[config.mk]
export PLATFORM = sky130hd
export DESIGN_NAME = falu_cnv_fp2int
export DESIGN_NICKNAME = d
export VERILOG_FILES = /design/src/rtl/falu_cnv_fp2int_pkg.sv /design/src/rtl/fp2int_unpack.sv /design/src/rtl/falu_cnv_fp2int.sv
export SDC_FILE = /design/constraint.sdc
export NUM_CORES = 1
export LEC_CHECK = 0
export CELL_PAD_IN_SITES_DETAIL_PLACEMENT = 1
export CELL_PAD_IN_SITES_GLOBAL_PLACEMENT = 1
export CORE_UTILIZATION = 46
export CTS_CLUSTER_DIAMETER = 60
export DETAILED_ROUTE_END_ITERATION = 10
export PLACE_DENSITY = 0.89
export SYNTH_ARGS = -nofsm -noshare
export SYNTH_HDL_FRONTEND = slang
export SYNTH_HIERARCHICAL = 1
export SYNTH_SLANG_ARGS = --single-unit
[constraint.sdc]
create_clock -name CLK -period 8.5 [get_ports CLK]
set_input_delay 1.7 -clock CLK [delete_from_list [all_inputs] [get_ports CLK]]
set_output_delay 1.7 -clock CLK [all_outputs]
set_load 0.1 [all_outputs]
[src/rtl/falu_cnv_fp2int_pkg.sv]
// Shared constants and types for the FP-to-integer converter: rounding-mode
// encodings, IEEE field widths/biases, saturation limits, FSM and record types.
package falu_cnv_fp2int_pkg;

  localparam logic [2:0] FCSR_FRM_RNE = 3'b000;
  localparam logic [2:0] FCSR_FRM_RTZ = 3'b001;
  localparam logic [2:0] FCSR_FRM_RDN = 3'b010;
  localparam logic [2:0] FCSR_FRM_RUP = 3'b011;
  localparam logic [2:0] FCSR_FRM_RMM = 3'b100;

  localparam int SP_EXP_W  = 8;
  localparam int SP_FRAC_W = 23;
  localparam int DP_EXP_W  = 11;
  localparam int DP_FRAC_W = 52;
  localparam logic signed [12:0] SP_BIAS = 13'sd127;
  localparam logic signed [12:0] DP_BIAS = 13'sd1023;

  localparam logic [63:0] WORD_SMAX = 64'h0000_0000_7FFF_FFFF;
  localparam logic [63:0] WORD_SMIN = 64'hFFFF_FFFF_8000_0000;
  localparam logic [63:0] WORD_UMAX = 64'h0000_0000_FFFF_FFFF;
  localparam logic [63:0] LONG_SMAX = 64'h7FFF_FFFF_FFFF_FFFF;
  localparam logic [63:0] LONG_SMIN = 64'h8000_0000_0000_0000;
  localparam logic [63:0] LONG_UMAX = 64'hFFFF_FFFF_FFFF_FFFF;

  typedef enum logic [1:0] {
    ST_IDLE  = 2'd0,
    ST_ALIGN = 2'd1,
    ST_ROUND = 2'd2,
    ST_DONE  = 2'd3
  } state_t;

  // sig is left-aligned to 53 bits for both formats, so value = sig * 2^(exp-52)
  typedef struct packed {
    logic               sign;
    logic signed [12:0] exp;
    logic [52:0]        sig;
    logic               is_zero;
    logic               is_inf;
    logic               is_nan;
  } unpack_t;

  typedef struct packed {
    logic [63:0] res;
    logic        nv;
    logic        nx;
  } sat_t;

endpackage

[src/rtl/fp2int_unpack.sv]
// Splits an SP or DP operand into sign, unbiased exponent and significand and
// classifies it; an improperly NaN-boxed SP operand reads as a NaN.
module fp2int_unpack
  import falu_cnv_fp2int_pkg::*;
(
  input  logic [63:0] operand,
  input  logic        is_double,
  output unpack_t     fields
);

  logic [10:0] ef;
  logic [51:0] fr;
  logic        boxed;
  logic        hidden;
  logic        exp_max;

  assign boxed   = &operand[63:32];
  assign ef      = is_double ? operand[DP_FRAC_W +: DP_EXP_W]
                             : {3'b000, operand[SP_FRAC_W +: SP_EXP_W]};
  assign fr      = is_double ? operand[DP_FRAC_W-1:0]
                             : {operand[SP_FRAC_W-1:0], 29'd0};
  assign hidden  = (ef != 11'd0);
  assign exp_max = is_double ? (ef == 11'h7FF) : (ef == 11'h0FF);

  // Denormals use exponent 1 with a cleared hidden bit
  always_comb begin
    fields         = '0;
    fields.sign    = is_double ? operand[63] : (operand[31] & boxed);
    fields.exp     = $signed({2'b00, (hidden ? ef : 11'd1)}) - (is_double ? DP_BIAS : SP_BIAS);
    fields.sig     = {hidden, fr};
    fields.is_zero = (ef == 11'd0) && (fr == 52'd0);
    fields.is_inf  = exp_max && (fr == 52'd0) && (is_double || boxed);
    fields.is_nan  = (exp_max && (fr != 52'd0)) || (!is_double && !boxed);
  end

endmodule

[src/rtl/falu_cnv_fp2int.sv]
// Multi-cycle FP (SP/DP) to integer converter: accept, align to a 64-bit
// magnitude with guard/sticky, round, saturate, then hold until consumed.
module falu_cnv_fp2int
  import falu_cnv_fp2int_pkg::*;
(
  input  logic        CLK,
  input  logic        RST,
  input  logic        IN_VALID,
  output logic        IN_READY,
  input  logic [63:0] INPUT,
  input  logic [2:0]  Rounding_Mode,
  input  logic        IsDouble,
  input  logic        IsWord,
  input  logic        Is_Unsigned,
  input  logic        FLUSH,
  output logic        OUT_VALID,
  input  logic        OUT_READY,
  output logic [63:0] OUTPUT,
  output logic        INVALID,
  output logic        INEXACT
);

  state_t      state, state_nxt;
  logic [63:0] op_p0;
  logic [2:0]  frm_p0;
  logic        dbl_p0, word_p0, uns_p0;
  unpack_t     up;
  logic [116:0] wide;
  logic [6:0]  sh;
  logic [63:0] mag_al;
  logic        g_al, s_al, ovf_al;
  logic [63:0] mag_p1;
  logic        g_p1, s_p1, sign_p1, nan_p1, inf_p1, ovf_p1;
  logic [64:0] rnd;
  sat_t        sat;

  function automatic logic round_inc(input logic [2:0] frm, input logic sign,
                                     input logic l, input logic g, input logic s);
    case (frm)
      FCSR_FRM_RNE: round_inc = g & (l | s);
      FCSR_FRM_RDN: round_inc = sign & (g | s);
      FCSR_FRM_RUP: round_inc = ~sign & (g | s);
      FCSR_FRM_RMM: round_inc = g;
      default:      round_inc = 1'b0;
    endcase
  endfunction

  // A negative value rounding to zero is not out of range even when unsigned
  function automatic sat_t saturate(input logic sign, input logic word, input logic uns,
                                    input logic nan, input logic inf, input logic ovf,
                                    input logic [64:0] mag, input logic g, input logic s);
    sat_t        r;
    logic [63:0] vmax, vmin, neg_lim;
    logic        too_big;
    vmax    = word ? (uns ? WORD_UMAX : WORD_SMAX) : (uns ? LONG_UMAX : LONG_SMAX);
    vmin    = uns ? 64'd0 : (word ? WORD_SMIN : LONG_SMIN);
    neg_lim = ~vmin + 64'd1;
    too_big = sign ? (uns ? (mag != 65'd0) : (mag > {1'b0, neg_lim}))
                   : (mag > {1'b0, vmax});
    r.nv  = 1'b0;
    r.nx  = g | s;
    r.res = sign ? (~mag[63:0] + 64'd1) : mag[63:0];
    if (nan) begin
      r.res = vmax;
      r.nv  = 1'b1;
      r.nx  = 1'b0;
    end else if (inf || ovf || too_big) begin
      r.res = sign ? vmin : vmax;
      r.nv  = 1'b1;
      r.nx  = 1'b0;
    end
    if (word) r.res = {{32{r.res[31]}}, r.res[31:0]};
    saturate = r;
  endfunction

  always_ff @(posedge CLK or posedge RST) begin
    if (RST) state <= ST_IDLE;
    else     state <= state_nxt;
  end

  always_comb begin
    state_nxt = state;
    case (state)
      ST_IDLE:  if (IN_VALID) state_nxt = ST_ALIGN;
      ST_ALIGN: state_nxt = ST_ROUND;
      ST_ROUND: state_nxt = ST_DONE;
      ST_DONE:  if (OUT_READY) state_nxt = ST_IDLE;
      default:  state_nxt = ST_IDLE;
    endcase
    if (FLUSH) state_nxt = ST_IDLE;
  end

  always_comb begin
    IN_READY  = (state == ST_IDLE);
    OUT_VALID = (state == ST_DONE);
  end

  // Stage p0: operand and controls captured on accept
  always_ff @(posedge CLK) begin
    if (IN_VALID && IN_READY) begin
      op_p0   <= INPUT;
      frm_p0  <= Rounding_Mode;
      dbl_p0  <= IsDouble;
      word_p0 <= IsWord;
      uns_p0  <= Is_Unsigned;
    end
  end

  fp2int_unpack u_unpack (
    .operand   (op_p0),
    .is_double (dbl_p0),
    .fields    (up)
  );

  // Integer part lands in wide[116:53], guard at 52, sticky below
  always_comb begin
    wide   = '0;
    sh     = '0;
    mag_al = '0;
    g_al   = 1'b0;
    s_al   = 1'b0;
    ovf_al = (up.exp >= 13'sd64);
    if (up.is_zero || ovf_al) begin
      s_al = 1'b0;
    end else if (up.exp < -13'sd1) begin
      s_al = |up.sig;
    end else begin
      sh     = 7'(up.exp + 13'sd1);
      wide   = {64'd0, up.sig} << sh;
      mag_al = wide[116:53];
      g_al   = wide[52];
      s_al   = |wide[51:0];
    end
  end

  // Stage p1: aligned magnitude, guard and sticky
  always_ff @(posedge CLK) begin
    if (state == ST_ALIGN) begin
      mag_p1  <= mag_al;
      g_p1    <= g_al;
      s_p1    <= s_al;
      sign_p1 <= up.sign;
      nan_p1  <= up.is_nan;
      inf_p1  <= up.is_inf;
      ovf_p1  <= ovf_al;
    end
  end

  assign rnd = {1'b0, mag_p1} + 65'(round_inc(frm_p0, sign_p1, mag_p1[0], g_p1, s_p1));
  assign sat = saturate(sign_p1, word_p0, uns_p0, nan_p1, inf_p1, ovf_p1, rnd, g_p1, s_p1);

  // Stage p2: rounded, range-checked result held through DONE
  always_ff @(posedge CLK or posedge RST) begin
    if (RST) begin
      OUTPUT  <= 64'd0;
      INVALID <= 1'b0;
      INEXACT <= 1'b0;
    end else if (state == ST_ROUND) begin
      OUTPUT  <= sat.res;
      INVALID <= sat.nv;
      INEXACT <= sat.nx;
    end
  end

endmodule

==> impl_metrics.yaml <==
floorplanning:
  core_area_mm2: 0.0377
  start_util: 0.467
  die_w_um: 198
  die-height_um: 198
  num_rows: 71
  die-area_mm2: 0.0390
  io_pins: 143
cts:
  clock-root-buffer: "clkbuf_16"
  cts_hold_buf: 0
  cts_setup_buffers: 0
  clock_latency_ns: 0.57
  cts_max_path_buffers: 3
  ctsHtreeMaxLevel: 1
  cts_buffers: 24
  path_clk_slew_ns: 0.06
  ctsResizeCount: 0
  cts_tree: "built"
  clock-sinks: 208
grt:
  grt_usage: 0.357
  grt_busiest_layer: "met2"
  grt_pass1_wl_mm: 107
  grt_pass1_vias: 18000
  grt_antenna_before_repair: 3
  met3_usage: 0.0408
  use_met1: 0.419
  use_met2: 0.636
  grt_max_degree: 71
  grt.overflow.total: 0
synthesis:
  yosys.area.top_type_share: 0.239
  ys_warn_count: 6
  ys_types: 83
  synthCells: 1999
  avgSynthCellArea_um2: 8.80
  yosysSeqAreaShare: 0.336
  synth_nets: 2121
  synth_edf_count: 140
  synth_top_area_cell: "edfxtp_1"
  synth_area_leaders: "edfxtp_1, dfrtp_1, mux4_2"
  synth_area_mm2: 0.0176
  ys.flop_type: "edfxtp_1"
  ys_seq_elements: 208
  synthArstFlopShare: 0.327
timing:
  max_freq_mhz: 124
  final_min_period_over_clock_period: 0.949
  layout_min_cycle_time_ns: 8.07
  worst_pin_slew_ns: 1.14
  drv_slew: 0
  skew_ns: 0.0428
  slew_headroom: 0.231
  setup_viol: 0
  rsz0062_at_grt: "no"
  tns_ns: 0
  hold_viol: 0
routing:
  drt_first_pass_iters: 5
  route.detailed.wl_per_inst_um: 26.7
  viasPerCell: 6.59
  ant_nets: 0
  drtIter0Drc: 1333
  totalWireLength_mm: 70.0
  vias: 17300
  drc_errors: 0
placed_design:
  dp_hpwl_mm: 54.0
  gp_congestion: 1.02
  io_buffers: 142
final_layout:
  syn_to_final_growth_pct: 15.9
  layout_common_cells: "nand2_1, nor2_1, clkdlybuf4s50_1"
  n_antenna_cell: 0
  nets: 2220
  drive_gt1_frac: 0.108
  fillers: 4394
  final_common_cell: "nand2_1"
setup_path:
  start_kind: "flip-flop"
  cp_max_fo: 24
  timing.rr.start: "sign_p1"
  path_class: "reg -> reg"
  r2r_setup_slack_ns: 0.43
  worstPathArrival_ns: 8.43
  worstSetupEndpointType: "flip-flop"
  critPathRequiredTime_ns: 8.86
  crit_start: "sign_p1"
min_path:
  hp-class: "reg -> reg"
  min_from: "OUTPUT[19]"
run_status:
  outcome: "completed"
job:
  cap_viol_max_count: 0
## logic make-up (layout without fill, tap and decap cells)
family,Yosys count,in the layout,synth area share
AND/OR/NAND/NOR,900,900,0.256
AO/OA/AOI/OAI,425,425,0.163
flip-flops,208,208,0.336
buffers and inverters,161,276,0.0373
multiplexers,132,132,0.112
XOR/XNOR,126,126,0.0627
adder cells (fa/ha/maj),47,47,0.0334
## registers in the layout, summed over array words and instances, names as in the netlist, 2 cells and up
name,cells
frm_p0,3
state,2
op_p0,64
mag_p1,64
OUTPUT,64
## worst max-delay path, stage by stage, from the launching register on
cell and delay [ns]:
edfxtp_1 0.40, clkinv_1 0.08, mux2_2 0.33, o32a_1 0.33, nor2_1 0.47, ha_1 0.55
nand4_4 0.26, or4_1 0.78, nor4_1 0.36, buf_4 0.19, nand4_1 0.11, xnor2_1 0.39
ha_1 0.21, nand4_1 0.15, or4_1 0.60, a2111oi_0 0.37, and4_1 0.29, a31oi_1 0.09
a21boi_1 0.19, nor3_1 0.42, nand2_1 0.11, buf_4 0.24, nor2_2 0.81, a211oi_2 0.11
## final cells by class
type,count,area [µm²],share of cell area
Multi-Input combinational cell,1630,11100,0.545
Sequential cell,208,5910,0.290
Timing Repair Buffer,192,1800,0.0881
Clock buffer,29,643,0.0315
Tap cell,511,639,0.0314
Inverter,42,158,0.00773
Clock inverter,13,133,0.00650
## cell usage after synthesis (15+ instances only)
cell type  instances
mux4_2            49
or4_1             24
a211oi_1          15
a211oi_2          19
or3_1             19
o31ai_1           22
inv_1             41
nand3_1           53
o221ai_1          19
nor3_1            46
nor4_1            48
o21ai_0           83
clkbuf_1          84
o22ai_1           41
xor2_1            42
ha_1              47
and3_1            30
and2_1            43
xnor2_1           84
mux2_2            31
nand2_1          284
mux2i_1           52
nand4_1           70
a21oi_1          108
dfrtp_1           68
edfxtp_1         140
nor2_1           205
## final timing paths
path	end	depth (start not counted)
min	OUTPUT[19]	2
max in group asynchronous	OUTPUT[10]	3
max reg2reg	OUTPUT[33]	23
max	OUTPUT[33]	23
min in group asynchronous	OUTPUT[62]	3
min reg2reg	OUTPUT[19]	2
## stage by stage
step / std cells / cell area, µm² / util / setup slack (ns) / hold slack, ns
after global placement: 2583 / 19600 / 0.521 / 1.01 / 0.500
after CTS: 2625 / 20400 / 0.541 / 0.538 / 0.529
after floorplan: 1999 / 17600 / - / 2.05 / 0.525
after global routing: 2625 / 20400 / 0.541 / 0.0866 / 0.541
final: 2625 / 20400 / 0.541 / 0.430 / 0.529
after detailed placement: 2583 / 19600 / 0.521 / 0.568 / 0.515
## layer usage
metal  up-vias  wire [µm]
met5         -         23
met4         4       4180
met3       226       3440
met2       728      35100
met1      8610      27300
li1       7737          -
Power is not shown: default switching activity piles up to over one toggle a cycle in this logic, so the estimate is an artifact.
